[src/rtl/latch_snapshot_reader.sv]
// -----------------------------------------------------------------------------
// latch_snapshot_reader
//
// Takes a coherent snapshot of a downstream transparent latch. On a request
// the latch is closed (latch_en low), the block waits SETTLE cycles for the
// latch output to settle, captures the word into out_data and presents it
// with a valid/ready handshake. Once the consumer accepts it, the latch is
// reopened and the accepted-snapshot counter advances.
//
// Handshake rule: a transfer happens at a rising clk edge where out_valid=1
// and out_ready=1. out_valid never drops and out_data never changes until that
// transfer, and out_ready has no effect while out_valid=0.
//
// Parameters
//   WIDTH   width of latch_q / out_data
//   SETTLE  cycles from closing the latch to sampling it (legal 1..255)
//
// Ports
//   clk         clock, rising edge
//   rst         synchronous active-high reset
//   snap_req    level-sampled snapshot request (ignored while busy)
//   latch_en    registered latch enable, 1 = transparent, 0 = hold
//   latch_q     latch output word
//   out_data    captured snapshot word (holds until the next capture)
//   out_valid   out_data holds an unconsumed snapshot
//   out_ready   consumer accepts out_data
//   busy        combinational, high whenever the FSM is not idle
//   snap_count  number of snapshots accepted by the consumer (wraps)
//   dbg_state   current FSM state: 0 = IDLE, 1 = CLOSE, 2 = PRESENT
// -----------------------------------------------------------------------------
module latch_snapshot_reader #(
  parameter int WIDTH  = 32,
  parameter int SETTLE = 2
) (
  input  logic             clk,
  input  logic             rst,
  input  logic             snap_req,
  output logic             latch_en,
  input  logic [WIDTH-1:0] latch_q,
  output logic [WIDTH-1:0] out_data,
  output logic             out_valid,
  input  logic             out_ready,
  output logic             busy,
  output logic [15:0]      snap_count,
  output logic [1:0]       dbg_state
);

  typedef enum logic [1:0] {
    ST_IDLE    = 2'd0,
    ST_CLOSE   = 2'd1,
    ST_PRESENT = 2'd2
  } state_t;

  // Settle counter value at which the latch output is sampled.
  localparam logic [7:0] LP_LAST_CNT = 8'(SETTLE - 1);

  state_t             r_state;
  state_t             w_state_next;
  logic [7:0]         r_settle_cnt;
  logic               r_latch_en;
  logic [WIDTH-1:0]   r_out_data;
  logic               r_out_valid;
  logic [15:0]        r_snap_count;

  logic               w_start;
  logic               w_capture;
  logic               w_handshake;

  assign w_start     = (r_state == ST_IDLE) && snap_req;
  assign w_capture   = (r_state == ST_CLOSE) && (r_settle_cnt == LP_LAST_CNT);
  assign w_handshake = (r_state == ST_PRESENT) && r_out_valid && out_ready;

  // ---------------------------------------------------------------------------
  // State register
  // ---------------------------------------------------------------------------
  always_ff @(posedge clk) begin
    if (rst) begin
      r_state <= ST_IDLE;
    end else begin
      r_state <= w_state_next;
    end
  end

  // ---------------------------------------------------------------------------
  // Next-state logic
  // ---------------------------------------------------------------------------
  always_comb begin
    w_state_next = r_state;
    case (r_state)
      ST_IDLE: begin
        if (w_start) begin
          w_state_next = ST_CLOSE;
        end
      end
      ST_CLOSE: begin
        if (w_capture) begin
          w_state_next = ST_PRESENT;
        end
      end
      ST_PRESENT: begin
        if (w_handshake) begin
          w_state_next = ST_IDLE;
        end
      end
      default: begin
        w_state_next = ST_IDLE;
      end
    endcase
  end

  // ---------------------------------------------------------------------------
  // Registered datapath: latch enable, settle counter, snapshot word/valid
  // and the accepted-snapshot counter.
  // ---------------------------------------------------------------------------
  always_ff @(posedge clk) begin
    if (rst) begin
      r_settle_cnt <= 8'd0;
      r_latch_en   <= 1'b0;
      r_out_data   <= '0;
      r_out_valid  <= 1'b0;
      r_snap_count <= 16'd0;
    end else begin
      case (r_state)
        ST_IDLE: begin
          if (snap_req) begin
            r_settle_cnt <= 8'd0;
            r_latch_en   <= 1'b0;
          end else begin
            r_latch_en   <= 1'b1;
          end
        end
        ST_CLOSE: begin
          r_latch_en   <= 1'b0;
          r_settle_cnt <= r_settle_cnt + 8'd1;
          // latch_q is only ever looked at on this edge.
          if (w_capture) begin
            r_out_data  <= latch_q;
            r_out_valid <= 1'b1;
          end
        end
        ST_PRESENT: begin
          if (w_handshake) begin
            r_out_valid  <= 1'b0;
            r_snap_count <= r_snap_count + 16'd1;
            // With a request already pending the latch stays closed, so a
            // back-to-back snapshot never sees a one-cycle reopen glitch.
            r_latch_en   <= ~snap_req;
          end
        end
        default: begin
          r_latch_en <= 1'b0;
        end
      endcase
    end
  end

  // ---------------------------------------------------------------------------
  // Outputs
  // ---------------------------------------------------------------------------
  always_comb begin
    busy      = (r_state != ST_IDLE);
    dbg_state = r_state;
  end

  assign latch_en   = r_latch_en;
  assign out_data   = r_out_data;
  assign out_valid  = r_out_valid;
  assign snap_count = r_snap_count;

endmodule

[config.mk]
export PLATFORM = sky130hd
export DESIGN_NAME = latch_snapshot_reader
export DESIGN_NICKNAME = d
export VERILOG_FILES = /design/src/rtl/latch_snapshot_reader.sv
export SDC_FILE = /design/constraint.sdc
export NUM_CORES = 1
export LEC_CHECK = 0
export CELL_PAD_IN_SITES_DETAIL_PLACEMENT = 1
export CELL_PAD_IN_SITES_GLOBAL_PLACEMENT = 1
export CORE_MARGIN = 4
export CORE_UTILIZATION = 35
export CTS_CLUSTER_SIZE = 30
export DETAILED_ROUTE_END_ITERATION = 8
export PLACE_DENSITY_LB_ADDON = 0.1
export SYNTH_ARGS = -nofsm -noshare
export SYNTH_HDL_FRONTEND = slang
export SYNTH_SLANG_ARGS = --single-unit
[constraint.sdc]
create_clock -name clk -period 4.7 [get_ports clk]
set_clock_uncertainty 0.2 [all_clocks]
set_input_delay 0.705 -clock clk [delete_from_list [all_inputs] [get_ports clk]]
set_output_delay 0.705 -clock clk [all_outputs]
set_load 0.03 [all_outputs]
**After elaboration in Yosys (flattened, before gate mapping)**

Index checks and enable logic that the tools add are counted.
Widths: inputs -> output; s select.

- Register bits: 60
- Bits of input ports: 36
- Logic and storage cells: 41

- Add/sub/neg operators: 2
- Equal/unequal tests: 7
- Multiplexer cells: 12
- Bitwise operators: 1
- Reductions and logical operators: 13

Operators with widths:

| kind | number |
|---|---|
| $add 16x1->16 const B | 1 |
| $pmux 8 s2 | 1 |
| $add 8x1->8 const B | 1 |
| $eq 8x1->1 const B | 1 |
| $mux 8 | 1 |
| $ne 2x2->1 const B | 4 |
| $mux 2 | 3 |
| $pmux 2 s3 | 1 |
| $reduce_and 2->1 | 3 |
| $reduce_and 3->1 | 2 |
| $reduce_bool 2->1 | 3 |
| $logic_and 1x1->1 | 4 |
| $mux 1 | 4 |
| $pmux 1 s2 | 2 |
| $eq 2x1->1 const B | 1 |
| $eq 2x2->1 const B | 1 |
| $logic_not 2->1 | 1 |
| $not 1->1 | 1 |

**Longest topological paths before layout**

Gate-level depths: netlist of run 1.

- Depth in word-level cells: 5
- Mapped depth: 8

**Least setup slack after synthesis of run 1**

Ideal clock, no wire load.

- Path type: register -> register
- Start point: register r_snap_count[4] (netlist: snap_count[4])
- End point: register r_snap_count[15] (netlist: snap_count[15])
- Setup time: 70 ps
- Arrival time: 2019 ps
- Required time: 4430 ps
- Slack: 2411 ps
- Cell stages (with the launch flop): 6
- Buffers on the path: 1
- Path through: dfxtp_1 nand4_2 or4_1 clkbuf_2 or4_1 a21oi_1

- Word-level cells in the longest chain between the ends: 1

Ends and longest elaborated chain:

| element | line | text |
|---|---|---|
| start, declared | 63 | `logic [15:0] r_snap_count;` |
| start signal, assigned | 144 | `r_snap_count <= r_snap_count + 16'd1;` |
| $add 16x1->16 | 144 |  |

No other way between the ends.
A chain may end at the register's enable or synchronous reset.

**Final worst setup path of run 1**

- Start point: input out_ready
- End point: register r_snap_count[15] (netlist: snap_count[15])

- Word-level cells in the longest chain between the ends: 2

Ends and longest elaborated chain:

| element | line | text |
|---|---|---|
| start, declared | 42 | `input logic out_ready,` |
| $logic_and 1x1->1 | 71 | `assign w_handshake = (r_state == ST_PRESENT) && r_out_valid && out_ready;` |
| $reduce_and 2->1 (no source line) | -- |  |

No other way between the ends.

==> results of run 1 <==
==> cell families (layout without fill, tap and decap cells) <==
group | after synthesis | after routing
simple gates | 106 | 106
flops | 60 | 60
mux | 35 | 35
compound gates | 24 | 24
buf+inv | 22 | 108
xor+xnor | 11 | 11
fa+ha+maj | 3 | 3
==> cells in the final DEF (no fill, tap or decap) <==
cell type and instances:
nand2_1 13, nand2b_1 1, bufinv_16 1, or4_1 6
nand4_1 3, nor2_1 54, buf_2 1, or2_2 2
mux2i_1 32, a211oi_1 1, or3_1 1, nor4_1 5
nor3_1 5, xor2_1 1, and2_1 1, o21bai_1 1
nand4_2 1, o21ai_0 2, dfxtp_1 60, ha_1 3
clkbuf_8 11, o31ai_1 2, nand4b_2 1, inv_1 6
xnor2_1 10, o211ai_1 3, clkbuf_1 1, nand3_1 8
mux2_2 3, clkinv_2 1, clkdlybuf4s50_1 87, and4b_1 1
nor2b_1 1, a21oi_1 8, nor4b_1 2, a31oi_1 5
a22oi_1 2, and3b_2 1
==> through the flow <==
step / hold slack, ns / instances
after global routing: 0.310 / 443
final: 0.291 / 443
after global placement: 0.270 / 429
after CTS: 0.300 / 443
after detailed placement: 0.285 / 429
after floorplan: 0.262 / 261
==> cell type report <==
type	instances	area (um^2)
sequential	60	1200
tap	96	120
clock buffer	12	155
timing repair buffer	88	876
inverter	6	22.5
clock inverter	2	35.0
fill	788	3230
multi-input combinational	179	1150
==> metal layers <==
layer / vias to the layer above / global-route usage (%) / part of all wire [%] / wire length (um)
li1: 1064 / - / - / -
met1: 1027 / 18.3 / 42 / 2700
met2: 54 / 26.2 / 50 / 3190
met3: 10 / 4.76 / 6.0 / 380
met4: 0 / 5.65 / 1.5 / 93
met5: - / 0 / 0 / 0
==> state kept, by name (all words and copies together), names as in the netlist <==
signal / flops
out_valid: 1
dbg_state: 2
snap_count: 16
r_settle_cnt: 8
latch_en: 1
out_data: 32
==> worst min-delay path, cell delays in order, from the launching register on <==
cell and delay [ns]:
dfxtp_1 0.32, o31ai_1 0.06, a21oi_1 0.06
==> path summary, 6_finish.rpt <==
| check | depth (start not counted) | from | end |
|---|---|---|---|
| min reg2reg | 2 | snap_count[15] | snap_count[15] |
| max reg2reg | 4 | dbg_state[0] | out_data[12] |
| min | 2 | snap_count[15] | snap_count[15] |
| max | 5 | out_ready | snap_count[15] |
==> power groups by stage <==
stage | sequential [mW] | clock [mW] | combinational [mW]
4_1_cts | 0.528 | 0.473 | 0.112
3_5_place_dp | 0.540 | 0 | 0.112
3_3_place_gp | 0.539 | 0 | 0.110
5_1_grt | 0.530 | 0.496 | 0.118
6_report | 0.528 | 0.457 | 0.110
2_1_floorplan | 0.553 | 0 | 0.0411
==> flow_metrics.env, run 1 <==
export IMPL_setup_tns_ns=0
export IMPL_gp_congestion=0.746
export IMPL_power_frac_clock_pct=41.8
export IMPL_grt_pass1_vias=2168
export IMPL_rows=30
export IMPL_setup_viol=0
export IMPL_yosys_warnings=0
export IMPL_fin_crit_ns=2.80
export IMPL_p_leak_nw=1.21
export IMPL_timing_final_ws_setup_ns=1.90
export IMPL_die_area_mm2=0.00841
export IMPL_p_int_mw=0.843
export IMPL_post_cts_buffers=0
export IMPL_critPathBufInv=1
export IMPL_core_area_mm2=0.00679
export IMPL_tightest_slew_ns=1.13
export IMPL_numPortBuffers=88
export IMPL_antenna_left=0
export IMPL_die_w_um=91.7
export IMPL_status="complete, no violations"
export IMPL_synthMuxAreaShare_pct=14.4
export IMPL_synth_async_reset_ratio_pct=0
export IMPL_wl_mm=6.36
export IMPL_num_vias=2155
export IMPL_synth_simple_gate_area_share_pct=20.9
export IMPL_clkSinkCount=60
export IMPL_synth_top_area_share_pct=49.0
export IMPL_arrival_ns=2.84
export IMPL_yosys_area_share_adder_pct=1.53
export IMPL_diodes=0
export IMPL_hold_buffers=0
export IMPL_design_area_mm2=0.00356
export IMPL_syn_num_nets=300
export IMPL_seqPwrFrac_pct=48.2
export IMPL_crit_slowest_cell="or4_1"
export IMPL_initial_core_util_pct=36.1
export IMPL_holdCritPathClass="reg2reg"
export IMPL_max_freq_mhz=357
export IMPL_drt_first_pass_iters=4
export IMPL_synth_top_cell_by_area="dfxtp_1"
export IMPL_period_share_pct=59.5
export IMPL_ys_seq_elements=60
export IMPL_avgSynthCellArea_um2=9.39
export IMPL_power_switching_share_pct=23.1
export IMPL_clock_latency_ns=0.33
export IMPL_synth_top_family_by_area="simple AND/OR/NAND/NOR gates"
export IMPL_p_sw_mw=0.253
export IMPL_synth_xor_area_share_pct=3.93
export IMPL_critPathLaunchType="input port"
export IMPL_ir_drop_mv=0.179
export IMPL_wl_per_cell_um=14.4
export IMPL_hpwl_mm=4.38
export IMPL_path_class="in2reg"
export IMPL_initialDrtViolationCount=47
export IMPL_grt_max_degree=62
export IMPL_report_final_slew_viol_count=0
export IMPL_pre_cts_ws_ns=1.55
export IMPL_cp_required_ns=4.75
export IMPL_netlist_area_mm2=0.00245
export IMPL_synth_most_common_cell="dfxtp_1"
export IMPL_path_cells="clkdlybuf4s50_1 > nand4b_2 > or4_1 > or4_1 > a21oi_1"
export IMPL_grt_remaining_overflow=0
export IMPL_dpl_cell_area_mm2=0.00337
export IMPL_cts_resized_gates=0
export IMPL_cts_root_buf="clkbuf_8"
export IMPL_cts_made_buffers=9
export IMPL_hold_viol_final=0
export IMPL_worst_path_max_fanout=14
export IMPL_clock_path_buffers=2
export IMPL_ioPinCount=89
export IMPL_synthDistinctLibCells=37
export IMPL_avgViaCountPerCell=4.86
export IMPL_comb_power_share_pct=10.0
export IMPL_synthTopCellsByArea="dfxtp_1 (49%), mux2i_1 (13%), nor2_1 (8.3%), xnor2_1 (3.6%), nand2_1 (2.0%)"
export IMPL_drive_above_1_share_pct=6.34
export IMPL_drv_cap=0
export IMPL_cts_clk_slew_worst_paths_ns=0.07
export IMPL_regToRegSetupSlack_ns=2.08
export IMPL_drc=0
export IMPL_synth_enable_flop_cells=0
export IMPL_final_util_pct=52.4
export IMPL_synth_compound_area_share_pct=6.07
export IMPL_rsz0062_at_grt="false"
export IMPL_ys_seq_area_share_pct=49.0
export IMPL_power_mw=1.10
export IMPL_grt_pass1_wl_mm=10.6
export IMPL_ys_flop_type="dfxtp_1"
export IMPL_maxSlewHeadroom_pct=24.9
export IMPL_endpoint_kind="flip-flop"
export IMPL_cellPowerDensity_mw_per_mm2=308
export IMPL_cts_tree="yes"
export IMPL_critical_path_max_stage_delay_ns=0.68
export IMPL_syn_inst=261
export IMPL_grt_usage_pct=15.5
export IMPL_area_delta_synth_final_pct=45.3
export IMPL_cp_top_family="simple AND/OR/NAND/NOR gates"
export IMPL_layout_nets=383
export IMPL_crit_path_frequent_cell="or4_1"
export IMPL_grt_antenna_before_repair=0
export IMPL_ys_top_cells_by_count="dfxtp_1 (60), nor2_1 (54), mux2i_1 (32), nand2_1 (13), xnor2_1 (10)"
export IMPL_fp_dieH_um=91.7
export IMPL_htreeDepth=3
Power figures use the tool's default switching activity.
==> run 2, diff against run 1 <==
CORE_UTILIZATION = 32   (was 35)
clock period = 2.8 ns   (was 4.7 ns; I/O delays follow)
==> run 2 against run 1 <==
Net effect: via count increased by 2.2%; hold slack improved by 0.0057 ns; clock power increased by 130%; sequential share of layout area decreased by 1.5 points; register-to-register slack got worse by 1.6 ns; wire length increased by 8.2%; non-clock buffer count increased by 6; core utilization decreased by 1.6 points; critical path type is now reg2out; largest cell class unchanged; highest routed layer unchanged.
==> flow_metrics.env, run 2 (synthesis results as in run 1) <==
export IMPL_status="complete, no violations"
export IMPL_critPathBufInv=2
export IMPL_wl_mm=6.88
export IMPL_comb_power_share_pct=9.4
export IMPL_worst_path_max_fanout=9
export IMPL_clock_path_buffers=2
export IMPL_core_area_mm2=0.00733
export IMPL_timing_final_ws_setup_ns=0.365
export IMPL_hold_end="out_data[16]"
export IMPL_drive_above_1_share_pct=8.73
export IMPL_power_mw=2.14
export IMPL_drt_first_pass_iters=4
export IMPL_grt_remaining_overflow=0
export IMPL_power_frac_clock_pct=49.4
export IMPL_numPortBuffers=88
export IMPL_antenna_left=0
export IMPL_grt_pass1_wl_mm=11.2
export IMPL_die_area_mm2=0.00912
export IMPL_fp_dieH_um=95.5
export IMPL_num_vias=2202
export IMPL_hpwl_mm=4.81
export IMPL_design_area_mm2=0.00373
export IMPL_grt_antenna_before_repair=0
export IMPL_cts_tree="yes"
export IMPL_die_w_um=95.5
export IMPL_holdCritPathClass="reg2reg"
export IMPL_p_int_mw=1.68
export IMPL_grt_usage_pct=15.7
export IMPL_layout_nets=389
export IMPL_largest_reg_flops=32
export IMPL_avgViaCountPerCell=4.85
export IMPL_gp_congestion=0.723
export IMPL_path_class="reg2out"
export IMPL_post_cts_buffers=0
export IMPL_rr_endpoint="out_data[10]"
export IMPL_max_freq_mhz=411
export IMPL_final_common_cell="clkdlybuf4s50_1"
export IMPL_grt_max_degree=37
export IMPL_htreeDepth=3
export IMPL_dpl_cell_area_mm2=0.00346
export IMPL_fin_cells=454
export IMPL_pre_cts_ws_ns=0.214
export IMPL_arrival_ns=1.81
export IMPL_critPathLaunchType="flip-flop"
export IMPL_grt_pass1_vias=2246
export IMPL_endpoint_kind="primary output"
export IMPL_cp_top_family="buffers and inverters"
export IMPL_setup_viol=0
export IMPL_setup_tns_ns=0
export IMPL_wl_per_cell_um=15.2
export IMPL_final_cell_mix="clkdlybuf4s50_1 (87), dfxtp_1 (60), nor2_1 (54), mux2i_1 (32), nand2_1 (13)"
export IMPL_rows=31
export IMPL_hold_viol_final=0
export IMPL_cts_made_buffers=9
export IMPL_hold_path_cell_count=2
export IMPL_hp_start="out_data[16]"
export IMPL_drc=0
export IMPL_maxSlewHeadroom_pct=52.7
export IMPL_initial_core_util_pct=33.4
export IMPL_post_place_cells=438
export IMPL_cts_clk_slew_worst_paths_ns=0.07
export IMPL_tightest_slew_ns=0.708
export IMPL_regToRegSetupSlack_ns=0.48
export IMPL_fin_crit_ns=2.43
export IMPL_rsz0062_at_grt="false"
export IMPL_area_delta_synth_final_pct=52.1
export IMPL_crit_slowest_cell="clkdlybuf4s50_1"
export IMPL_critical_path_max_stage_delay_ns=0.66
export IMPL_power_switching_share_pct=21.5
export IMPL_p_leak_nw=1.29
export IMPL_p_sw_mw=0.461
export IMPL_ir_drop_mv=0.245
export IMPL_seqPwrFrac_pct=41.2
export IMPL_r2r_start="r_settle_cnt[0]"
export IMPL_hold_buffers=0
export IMPL_period_share_pct=87.0
export IMPL_rr_worst_depth=6
export IMPL_initialDrtViolationCount=43
export IMPL_path_cells="buf_4 > or2_2 > clkdlybuf4s50_1"
export IMPL_cts_resized_gates=0
export IMPL_ioPinCount=89
export IMPL_diodes=0
export IMPL_report_final_slew_viol_count=0
export IMPL_clock_latency_ns=0.33
export IMPL_cts_root_buf="clkbuf_8"
export IMPL_cellPowerDensity_mw_per_mm2=574
export IMPL_clkSinkCount=60
export IMPL_cp_required_ns=2.18
export IMPL_drv_cap=0
==> run 2: cell count changes in the layout (fill, tap and decap cells not counted) <==
cell	previous run	this run
buf_12	0	3
buf_4	0	3
bufinv_16	1	4
clkbuf_1	1	0
clkbuf_8	11	10
inv_6	0	1
==> run 2: power groups by stage <==
stage | logic (mW) | clock network (mW) | registers [mW]
detailed placement | 0.202 | 0 | 0.902
CTS | 0.203 | 1.08 | 0.883
global placement | 0.200 | 0 | 0.902
floorplan | 0.0690 | 0 | 0.929
finish | 0.200 | 1.06 | 0.883
global route | 0.215 | 1.14 | 0.885
==> run 2: worst max-delay path by stage <==
stage,depth (start not counted),slack (ns),start,to
after detailed placement,5,0.21,out_ready,snap_count[15]
after floorplan,5,0.51,snap_count[4],snap_count[15]
after global placement,5,0.27,out_ready,snap_count[15]
final,3,0.37,dbg_state[0],busy
after global routing,3,0.23,dbg_state[0],busy
after CTS,3,0.35,dbg_state[0],busy
==> run 2: metrics by stage <==
step | hold WS (ns) | utilization (%)
after global routing | 0.337 | 50.9
after CTS | 0.300 | 50.9
after floorplan | 0.262 | -
final | 0.296 | 50.9
after global placement | 0.271 | 47.2
after detailed placement | 0.285 | 47.2
==> run 2: worst reg2reg max path, cell delays in order (launching register included) <==
cell and delay [ns]:
dfxtp_1 0.40, ha_1 0.17, nor4b_1 0.41, and3b_2 0.52
buf_12 0.21, mux2i_1 0.24, nor2_1 0.06
==> run 2: cell type report <==
class,instances,area [um^2]
Clock buffer,10,138
Clock inverter,6,134
Fill cell,828,3600
Inverter,6,22.5
Multi-Input combinational cell,179,1150
Sequential cell,60,1200
Tap cell,99,124
Timing Repair Buffer,94,958
==> run 2: layer usage <==
layer	GRT usage, %	up-vias	wire, um
li1	-	1085	-
met1	19.2	1057	2990
met2	25.7	54	3460
met3	6.00	6	373
met4	4.62	0	63
met5	0	-	0
